$ cat src/rtl/divider_pkg.sv
`default_nettype none
// ============================================================================
// Module   : divider_pkg
// Brief    : Shared types and constants for the sequential restoring divider.
// Revision : 1.0 - initial release
// ============================================================================
package divider_pkg;

  localparam int c_DEFAULT_WIDTH = 16;
  localparam int c_CNT_W         = $clog2(c_DEFAULT_WIDTH) + 1;

  typedef enum logic [1:0] {
    IDLE = 2'd0,
    RUN  = 2'd1,
    DONE = 2'd2
  } div_state_e;

endpackage
`default_nettype wire

$ cat src/rtl/div_step.sv
`default_nettype none
// ============================================================================
// Module   : div_step
// Brief    : One combinational restoring-division step (shift in a bit, trial subtract).
// Revision : 1.0 - initial release
// ============================================================================
module div_step #(
  parameter int WIDTH = 16
) (
  input  logic [WIDTH-1:0] i_p,
  input  logic             i_bit,
  input  logic [WIDTH-1:0] i_d,
  output logic [WIDTH-1:0] o_p,
  output logic             o_q_bit
);

  logic [WIDTH:0] w_t;

  always_comb begin
    w_t     = {i_p, i_bit};
    o_q_bit = (w_t >= {1'b0, i_d});
    // For in-range operands P < D, so T - D < D always fits in WIDTH bits.
    o_p     = o_q_bit ? WIDTH'(w_t - {1'b0, i_d}) : w_t[WIDTH-1:0];
  end

endmodule
`default_nettype wire

$ cat src/rtl/divider_32by16_seq.sv
`default_nettype none
// ============================================================================
// Module   : divider_32by16_seq
// Brief    : Sequential unsigned restoring divider, 2W/W -> W quotient + W remainder,
//            one quotient bit per clock. Optional macro DIV_OVF_CHECK_EN enables err.
// Revision : 1.0 - initial release
// ============================================================================
module divider_32by16_seq
  import divider_pkg::*;
#(
  parameter int WIDTH = c_DEFAULT_WIDTH
) (
  input  logic               clk,
  input  logic               rst_n,
  input  logic               start,
  input  logic [2*WIDTH-1:0] a,
  input  logic [WIDTH-1:0]   b,
  output logic               busy,
  output logic               done,
  output logic [WIDTH-1:0]   q,
  output logic [WIDTH-1:0]   r,
  output logic               err
);

  localparam int             c_CW   = $clog2(WIDTH) + 1;
  localparam logic [c_CW-1:0] c_LAST = c_CW'(WIDTH - 1);

  div_state_e        r_state;
  div_state_e        w_next_state;
  logic [WIDTH-1:0]  r_p;
  logic [WIDTH-1:0]  r_s;
  logic [WIDTH-1:0]  r_d;
  logic [c_CW-1:0]   r_cnt;
  logic [WIDTH-1:0]  r_q;
  logic [WIDTH-1:0]  r_r;
  logic [WIDTH-1:0]  w_step_p;
  logic              w_step_q;
  logic              w_accept;
  logic              w_last;
  logic              w_ovf;

  div_step #(.WIDTH(WIDTH)) u_step (
    .i_p     (r_p),
    .i_bit   (r_s[WIDTH-1]),
    .i_d     (r_d),
    .o_p     (w_step_p),
    .o_q_bit (w_step_q)
  );

`ifdef DIV_OVF_CHECK_EN
  logic r_err;
  assign w_ovf = (b == '0) || (a[2*WIDTH-1:WIDTH] >= b);
  assign err   = r_err;

  always_ff @(posedge clk or negedge rst_n) begin
    if (!rst_n) begin
      r_err <= 1'b0;
    end else if (w_accept && w_ovf) begin
      r_err <= 1'b1;
    end else if (r_state == RUN && w_last) begin
      r_err <= 1'b0;
    end
  end
`else
  assign w_ovf = 1'b0;
  assign err   = 1'b0;
`endif

  assign w_accept = (r_state == IDLE) && start;
  assign w_last   = (r_cnt == c_LAST);
  assign q        = r_q;
  assign r        = r_r;

  always_ff @(posedge clk or negedge rst_n) begin
    if (!rst_n) begin
      r_state <= IDLE;
    end else begin
      r_state <= w_next_state;
    end
  end

  always_comb begin
    w_next_state = r_state;
    busy         = (r_state != IDLE);
    done         = (r_state == DONE);
    case (r_state)
      IDLE:    if (start) w_next_state = w_ovf ? DONE : RUN;
      RUN:     if (w_last) w_next_state = DONE;
      DONE:    w_next_state = IDLE;
      default: w_next_state = IDLE;
    endcase
  end

  // Datapath: q/r are only written on the transition into DONE.
  always_ff @(posedge clk or negedge rst_n) begin
    if (!rst_n) begin
      r_p   <= '0;
      r_s   <= '0;
      r_d   <= '0;
      r_cnt <= '0;
      r_q   <= '0;
      r_r   <= '0;
    end else begin
      case (r_state)
        IDLE: begin
          if (start) begin
            r_p   <= a[2*WIDTH-1:WIDTH];
            r_s   <= a[WIDTH-1:0];
            r_d   <= b;
            r_cnt <= '0;
            if (w_ovf) begin
              r_q <= '1;
              r_r <= a[WIDTH-1:0];
            end
          end
        end
        RUN: begin
          r_p   <= w_step_p;
          r_s   <= {r_s[WIDTH-2:0], w_step_q};
          r_cnt <= r_cnt + c_CW'(1);
          if (w_last) begin
            r_q <= {r_s[WIDTH-2:0], w_step_q};
            r_r <= w_step_p;
          end
        end
        default: ;
      endcase
    end
  end

endmodule
`default_nettype wire

$ cat config.mk
export PLATFORM = sky130hd
export DESIGN_NAME = divider_32by16_seq
export DESIGN_NICKNAME = d
export VERILOG_FILES = /design/src/rtl/divider_pkg.sv /design/src/rtl/div_step.sv /design/src/rtl/divider_32by16_seq.sv
export SDC_FILE = /design/constraint.sdc
export NUM_CORES = 1
export LEC_CHECK = 0
export CAP_MARGIN = 10
export CORE_UTILIZATION = 56
export DETAILED_ROUTE_END_ITERATION = 7
export PLACE_DENSITY_LB_ADDON = 0.3
export SYNTH_ARGS = -nofsm -noshare
export SYNTH_HDL_FRONTEND = slang
export SYNTH_SLANG_ARGS = --single-unit
export TNS_END_PERCENT = 30
$ cat constraint.sdc
create_clock -name clk -period 4.7 [get_ports clk]
set_input_delay 0.94 -clock clk [delete_from_list [all_inputs] [get_ports clk]]
set_output_delay 0.94 -clock clk [all_outputs]
set_load 0.01 [all_outputs]
==> run metrics <==
crit path launch type=flop; die area=8400 um2; Post-synth top cells=113 x nand2_1, 87 x dfrtp_1, 37 x o21ai_0; clock tree buffer depth=2; Final Wtd Congestion=0.912; Post-Syn Area=4500 um2; max-slew violations=0; port bufs=84; root buf cell=clkbuf_8; max cap viols=0; TNS Setup=0 ps; clock power share=0.111; vias in the first global route=3511; share of cells above drive strength 1=0.0699; final net count=623; clock skew=roughly 9.8 ps; Starting Density=0.580; placed cell count=644; compound-gate portion of the synthesized area=0.175; clock sink count=87; area grow syn2layout=23.3%; number of synthesized flops with an enable pin=0; P_int=2.54 mW; Critical Path Fanout Max=20; WP data arrival=about 3000 ps; final worst-path cycle share=0.612; worst slew pin tran=between 900 and 1000 ps; Hold Violations, Final=0; Layout Cells excl Fill=660; headroom to the max-slew limit=0.341; first-pass GRT wire length=17.0 mm; CTS tree=done; worst min path class=flop to flop; Area contributors post-synth=dfrtp_1 48%, nand2_1 9.4%, mux2i_1 5.8%; status=finished clean; largest net degree at the start of global routing=53; Worst-Skew Late Latency=roughly 360 ps; leakage power=2.49 nW; path type of the worst setup path=flop to flop; post-synthesis cell count=477; die width=91.7 um; post-route ant nets=0; # setup viols final=0; Synth Area in Adders=0.0545; largest family of logic cells by synthesized area=compound AO/OA/AOI/OAI gates; filler instances=602; Multi-input gate area=2090 um2; routed wire length=10.0 mm; Sw Pwr=1.97 mW; sequential share of power=0.294; Synth Warn #=0; Setup Buffers After CTS=0; First-pass DRT Iterations=4; post-synth top area share=0.484; power density cells=813 nW/um2; Die Y=91.7 um; Ant. Diodes=0; initial antenna violation count=0; Combinational Power Share=0.595; Core Rows=32; multiplexer share of the synthesized area=0.0670; wire per inst=about 15 um; CP endpoint kind=flop; Netlist cell types=49; RSZ-0062 raised after global routing=false; total grt overflow=0; GRT Util Overall=0.258; Peak supply drop=440 uV; Num CTS Buffers=9; post-synthesis simple-gate area fraction=0.140; # hold bufs at CTS=0; core area=about 7800 um2; Core Util, Final=0.715; XOR/XNOR Fraction of Synth Area=0.0253; clock transition at the registers of the reported paths=90 ps; Crit path required time=between 4000 and 5000 ps; post-detail-place hpwl=between 7 and 8 mm; initial DRC count=175; post-synthesis average cell area=about 9.4 um2; Yosys top cell by area=dfrtp_1; DR vias/cell=around 5.6; Sw Ratio=0.437; # resized after CTS=0; register area share after synthesis=0.484; asr flop ratio synth=1.00; Yosys reg bits=87; Top Ports=between 80 and 90; main flop type after synthesis=dfrtp_1; Syn Nets=about 550; # DRC=0; fmax=348 MHz; FF+latch area=2180 um2; top-count cell post-synth=nand2_1; fin crit period=2870 ps; via count=3670; H-tree depth=3
-- metal layers --
layer	up-vias	track usage	part of all wire
met4	0	0.111	0.018
met1	1770	0.367	0.45
met3	14	0.0373	0.055
met2	107	0.396	0.47
met5	-	0	0
li1	1779	-	-
-- cell families (layout without fill, tap and decap cells) --
group	after synthesis	after routing
compound gates	129	129
simple gates	151	151
buf+inv	48	129
other cells	1	1
flops	87	87
fa+ha+maj	19	19
mux	29	29
xor+xnor	13	13
-- placed cells by master, fill, tap and decap left out, types with 3 or more instances in the layout --
master,n
ha_1,18
o21a_1,4
clkdlybuf4s50_1,83
o22ai_1,3
clkbuf_8,11
nor2_1,16
nand2b_1,3
nand3_1,6
buf_4,6
a21oi_1,12
dfrtp_1,87
nand2_1,113
mux2i_1,26
a22oi_1,18
a21boi_0,3
o21ai_1,31
o21ai_0,37
a211oi_1,3
inv_1,23
xor2_1,4
xnor2_1,9
a21o_1,3
-- stage by stage --
stage,total power [mW],worst slack (ps),area [um2],hold WS (ps)
final,4.51,1830,5550,481
after global routing,4.89,1610,5550,505
after CTS,4.51,1830,5550,485
after detailed placement,3.98,1650,5360,463
after global placement,3.89,1690,5360,457
after floorplan,3.32,2490,4500,460
-- critical path, cell delays in order (launching register included) --
cell,delay (ps)
dfrtp_1,410
ha_1,430
nand4_2,140
nor4_2,290
nand3_1,120
and3_4,200
a21oi_4,650
mux2i_1,390
o21ai_1,90
-- final cells by class --
cell class / instances / area share
Sequential cell: 87 / 0.392
Inverter: 24 / 0.0162
Multi-Input combinational cell: 342 / 0.377
Clock inverter: 5 / 0.00699
Clock buffer: 11 / 0.0273
Timing Repair Buffer: 89 / 0.158
Tap cell: 102 / 0.0230
-- state kept, by name, summed over array words and instances (netlist names) --
name     flops
q           16
r_state      2
r_cnt        5
r_d         16
r           16
r_p         16
r_s         16
-- power groups by stage --
stage / sequential (mW) / clock [mW] / combinational (mW)
CTS: 1.32 / 0.510 / 2.67
finish: 1.33 / 0.503 / 2.68
detailed placement: 1.34 / 0 / 2.64
global placement: 1.32 / 0 / 2.56
floorplan: 1.34 / 0 / 1.98
global route: 1.37 / 0.539 / 2.98
-- worst paths after layout --
kind | start | endpoint | slack (ps) | depth (start not counted)
min | q[8] | q[8] | 480 | 2
max reg2reg | r_p[9] | r_p[9] | 1830 | 8
max | r_p[9] | r_p[9] | 1830 | 8
min reg2reg | q[8] | q[8] | 480 | 2
max in group asynchronous | rst_n | r_p[9] | 3150 | 2
min in group asynchronous | rst_n | q[11] | 520 | 1
Note: power is estimated with default switching activity, not from simulation.
==> RTL change 1, RTL diff (same settings) <==
Put one more register stage on the output `q`. The value now appears one clock later. The other outputs are not delayed to match.
--- a/src/rtl/divider_32by16_seq.sv
+++ b/src/rtl/divider_32by16_seq.sv
@@ -68,7 +68,9 @@
 
   assign w_accept = (r_state == IDLE) && start;
   assign w_last   = (r_cnt == c_LAST);
-  assign q        = r_q;
+  always_ff @(posedge clk) begin
+    q <= r_q;
+  end
   assign r        = r_r;
 
   always_ff @(posedge clk or negedge rst_n) begin
Function: same outputs for any inputs over 10 cycles, from zero or initial values and one cycle with rst_n low; that may be too few to reach the edited logic, so the function may still have changed.
==> RTL change 1 against the original RTL <==
Sequential power grew 15%; sequential share of layout area grew 2.6 points; wire length grew 9.1%; die area grew 8.2%; sequential cell count grew 16; setup slack gained 0.21 ns; core utilization grew 0.10 points; final area grew 7.5%; power grew 15%; synthesized area grew 8.3%; highest routed layer unchanged.
==> RTL change 1: results (changes against the original RTL) <==
The run finished with clean final reports. The average vias per placed instance was 5.75 (+3.4%). The fraction of registers with async set/reset came to 0.845 (-0.155). The number of nets in the layout came out at 624 (+0.16%). The post-synthesis instance total is 481 (+0.84%). The static power due to leakage came out at 2.69 nW (+8.2%).

The count of fill cells added during filler insertion came out at 627 (+4.2%). The max-slew headroom at the worst pin came out at 0.278 (-0.0629). The data arrival time of the critical path is 2.90 ns (-0.18 ns). The largest net degree at the start of global routing came out at 88 (+66%). The number of nets produced by synthesis is 551 (+0.73%). The insertion delay to the later sink of the worst-skew pair is 0.38 ns (+0.02 ns). The peak fanout along the critical path came out at 17 (-15%). The initial DRC count came to 179 (+2.3%). The placed instance count came out at 648 (+0.62%). The number of distinct library cell variants in the gate-level netlist after synthesis came out at 59 (+20%).

The fraction of post-synthesis cell area in the top cell type by area is 0.446 (-0.0372). The CTS clock-pin slew for the worst setup and hold paths is 0.11 ns (+0.02 ns). The worst IR drop on VDD came out at 0.451 mV (+2.5%). The iteration count of the initial detailed-routing pass was 6 (+2). The aggregate routed wire length was 11,000 um (+9.1%). The fraction of layout cells with a size suffix above 1 came out at 0.0930 (+0.0231). The via count of the first global-routing pass was 3,694 (+5.2%). The worst clock skew is 0.0168 ns (+0.00706 ns). The global placement routability congestion is 0.907 (-0.57%).
## RTL change 1: cell count changes after synthesis, sizes merged, moves of 14 or more
cell / delta
a22oi: -17
and3: +14
dfxtp: +16
mux2: +16
nand2: -63
nor2: +18
## RTL change 1: metal layers
metal  part of all wire  routed length [um]  GRT usage
met1               0.43                4760      0.336
met2               0.50                5450      0.427
met3              0.043                 473     0.0486
met4              0.025                 274      0.119
met5                  0                   0          0
## RTL change 1: cell families after synthesis
logic type                 after synthesis  synth area share
and+or+nand+nor                        137             0.134
adders and majority gates               19            0.0503
other                                    1          0.000769
xor gates and xnor gates                11            0.0198
muxes                                   32            0.0729
AOI/OAI and AO/OA                      129             0.167
buffers and inverters                   49            0.0439
DFF                                    103             0.512
## RTL change 1: final timing paths
check | endpoint | slack, ns | depth (start not counted)
setup reg to reg | r[4] | 2.03 | 8
min in group asynchronous | r_q[1] | 0.73 | 1
max in group asynchronous | r_p[5] | 3.25 | 1
hold / removal | q[3] | 0.37 | 0
setup / recovery | r[4] | 2.03 | 8
hold reg to reg | q[3] | 0.37 | 0
## RTL change 1: cell type report
type,count,area share
Multi-Input combinational cell,329,0.364
Tap cell,105,0.0220
Clock inverter,7,0.0145
Clock buffer,9,0.0208
Inverter,23,0.0145
Sequential cell,103,0.418
Timing Repair Buffer,88,0.145
## RTL change 1: per-stage QoR
step	instance area, um^2	hold slack [ns]	worst slack [ns]	util
finish	5970	0.373	2.03	0.716
global route	5970	0.387	1.86	0.716
CTS	5970	0.371	2.06	0.716
floorplan	4880	0.342	2.40	-
global placement	5760	0.349	1.85	0.691
detailed placement	5760	0.352	1.82	0.691
## RTL change 1: power by group
group	switching [mW]	total [mW]	internal, mW
clock	0.356	0.572	0.216
sequential	0.226	1.53	1.30
combinational	1.70	3.07	1.37
total	2.29	5.17	2.88
## RTL change 1: worst max-delay path: stages, from the launching register on
cell and delay, ns:
sky130_fd_sc_hd__dfrtp_1 0.42, sky130_fd_sc_hd__ha_1 0.48, sky130_fd_sc_hd__nand4_2 0.17, sky130_fd_sc_hd__nor4_1 0.35, sky130_fd_sc_hd__nor3b_1 0.10, sky130_fd_sc_hd__a22oi_2 0.19
sky130_fd_sc_hd__buf_4 0.34, sky130_fd_sc_hd__mux2i_1 0.37, sky130_fd_sc_hd__o21ai_1 0.10
==> RTL change 2, RTL diff (config.mk and constraints unchanged) <==
Without the edit above. The option `DIV_OVF_CHECK_EN` is turned on by a define.
--- a/src/rtl/divider_32by16_seq.sv
+++ b/src/rtl/divider_32by16_seq.sv
@@ -5,6 +5,8 @@
 //            one quotient bit per clock. Optional macro DIV_OVF_CHECK_EN enables err.
 // Revision : 1.0 - initial release
 // ============================================================================
+`define DIV_OVF_CHECK_EN
+
 module divider_32by16_seq
   import divider_pkg::*;
 #(
Function: changed (a bounded check fails within 4 cycles, from zero or initial values and one cycle with rst_n low).
==> RTL change 2 against the original RTL <==
The flow now finishes with violations (design-rule violations); first-iteration DRC count is 94% higher; final area is 13% higher; clock skew is 0.0048 ns higher; combinational power is 13% higher; synthesized area is 15% higher; setup slack worse by 0.63 ns; hold slack better by 0.0018 ns; wire length is 48% higher; sequential cell count is 1 higher; die area is 15% higher; core utilization is 0.52 points lower; cell count is 20% higher; maximum frequency is 18% lower; power is 8.1% higher; critical endpoint is now r[15]; largest cell class is now multi-input gates.
==> RTL change 2: results (changes against the original RTL) <==
In this run the critical register-to-register path is captured at r[13]. The total of buffers placed on input and output ports came out at 85 (+1.2%). The checks that failed: design-rule violations.

The HPWL after detailed placement is 11,000 um (+55%). The static power due to leakage came to 2.78 nW (+12%). In the post-synthesis netlist, the biggest area contributors are sky130_fd_sc_hd__dfrtp_1, sky130_fd_sc_hd__ha_1, sky130_fd_sc_hd__nand2_1. The number of nets produced by synthesis is 690 (+26%).

The worst clock skew is 0.0146 ns (+0.00478 ns). The count of antenna diodes in the layout was 0 (unchanged). The max-slew headroom at the worst pin is 0.492 (+0.151). The DRC violation count after routing came out at 7 (+7). The overall routing resource usage came out at 0.321 (+0.0628).

The placed instance count is 773 (+20%). The number of nets in the layout was 762 (+22%). The initial DRC count came to 339 (+94%). The data arrival time of the critical path is 3.73 ns (+0.65 ns). The register-to-register setup slack came out at 1.58 ns (-0.25 ns).

The fraction of layout cells with a size suffix above 1 came out at 0.0631 (-0.00675). The number of distinct library cell variants in the gate-level netlist after synthesis was 64 (+31%). The peak fanout along the critical path is 43 (+110%). The stage delay of the slowest cell on the critical path is 0.56 ns (-0.09 ns). The commonest cells after synthesis are sky130_fd_sc_hd__nand2_1, sky130_fd_sc_hd__dfrtp_1, sky130_fd_sc_hd__nor2_1. In this design, the largest share of critical-path delay is due to buffers and inverters. The iteration count of the initial detailed-routing pass is 7 (+3).

Clock latency on the worst-skew pair, taken at its later pin, is 0.37 ns. The post-synthesis instance total came out at 604 (+27%). The first-pass GRT wire length came out at 23,900 um (+41%). The flow ran to the end, but the final reports show violations.

The aggregate routed wire length was 14,800 um (+48%). The number of cells traversed by the worst hold path came out at 2 (unchanged). The number of standard cells in the layout, taps in and fillers out was 789 (+20%). The global placement routability congestion is 0.905 (-0.79%). In the synthesized netlist the dominant register cell turns out to be sky130_fd_sc_hd__dfrtp_1. Among all stages on the critical path, the largest delay is contributed by sky130_fd_sc_hd__clkdlybuf4s50_1. The worst IR drop on VDD came out at 0.470 mV (+6.9%). The path with the worst hold slack has its endpoint at r[7]. The largest net degree at the start of global routing came out at 58 (+9.4%). The count of fill cells added during filler insertion came to 706 (+17%). The start point of the worst min-delay path is r[7].

The share of the yosys chip area belonging to registers is 0.424 (-0.0593). The overall via count from detail_route is 4,816 (+31%).
RTL change 2: cell types whose count changed after synthesis, sizes merged, moves of 16 or more:
cell / unedited run / this run
nor2: 17 / 62
a21oi: 13 / 43
a31oi: 1 / 28
mux2i: 26 / 1
o21ai: 68 / 48
inv: 23 / 42
a22oi: 18 / 0
ha: 18 / 34
RTL change 2: metal layers:
layer | vias to the layer above | routed length, um | GRT usage
met3 | 24 | 1100 | 0.0580
li1 | 2245 | - | -
met1 | 2326 | 6240 | 0.423
met4 | 0 | 299 | 0.104
met2 | 221 | 7190 | 0.538
met5 | - | 0 | 0
RTL change 2: tightest hold or removal path: stages (launching register included):
cell and delay, ns:
sky130_fd_sc_hd__dfrtp_1 0.35, sky130_fd_sc_hd__nand2_1 0.06, sky130_fd_sc_hd__o41ai_2 0.05
RTL change 2: cell type report:
class / instances / area (um^2) / share of cell area
Multi-Input combinational cell: 444 / 2710 / 0.432
Sequential cell: 88 / 2200 / 0.351
Timing Repair Buffer: 91 / 893 / 0.142
Inverter: 42 / 158 / 0.0251
Tap cell: 108 / 135 / 0.0215
Clock buffer: 10 / 128 / 0.0203
Clock inverter: 6 / 51.3 / 0.00817
RTL change 2: worst max-delay path by stage:
stage	start	endpoint	slack, ns
after global routing	b[10]	q[10]	0.98
after floorplan	b[10]	r[1]	1.97
after global placement	b[11]	r[15]	0.92
after detailed placement	b[10]	r[15]	0.88
final	b[10]	r[15]	1.19
after CTS	b[10]	q[10]	1.26
RTL change 2: logic make-up after synthesis:
kind of cell | share of synthesized area
xor gates and xnor gates | 0.0186
muxes | 0.00193
adders and majority gates | 0.0858
and+or+nand+nor | 0.183
DFF | 0.424
AOI/OAI and AO/OA | 0.231
buffers and inverters | 0.0545
RTL change 2: where the power goes:
| part | switching, mW | internal, mW | total (mW) |
|---|---|---|---|
| clock network | 0.301 | 0.200 | 0.501 |
| registers | 0.235 | 1.12 | 1.36 |
| logic | 1.77 | 1.25 | 3.02 |
RTL change 2: through the flow:
| stage | area (um^2) | setup slack, ns | total power [mW] | hold slack, ns |
|---|---|---|---|---|
| after global routing | 6280 | 0.979 | 5.24 | 0.530 |
| final | 6280 | 1.19 | 4.88 | 0.483 |
| after floorplan | 5190 | 1.97 | 3.39 | 0.452 |
| after global placement | 6100 | 0.924 | 4.23 | 0.465 |
| after CTS | 6280 | 1.26 | 4.86 | 0.489 |
| after detailed placement | 6100 | 0.878 | 4.35 | 0.469 |
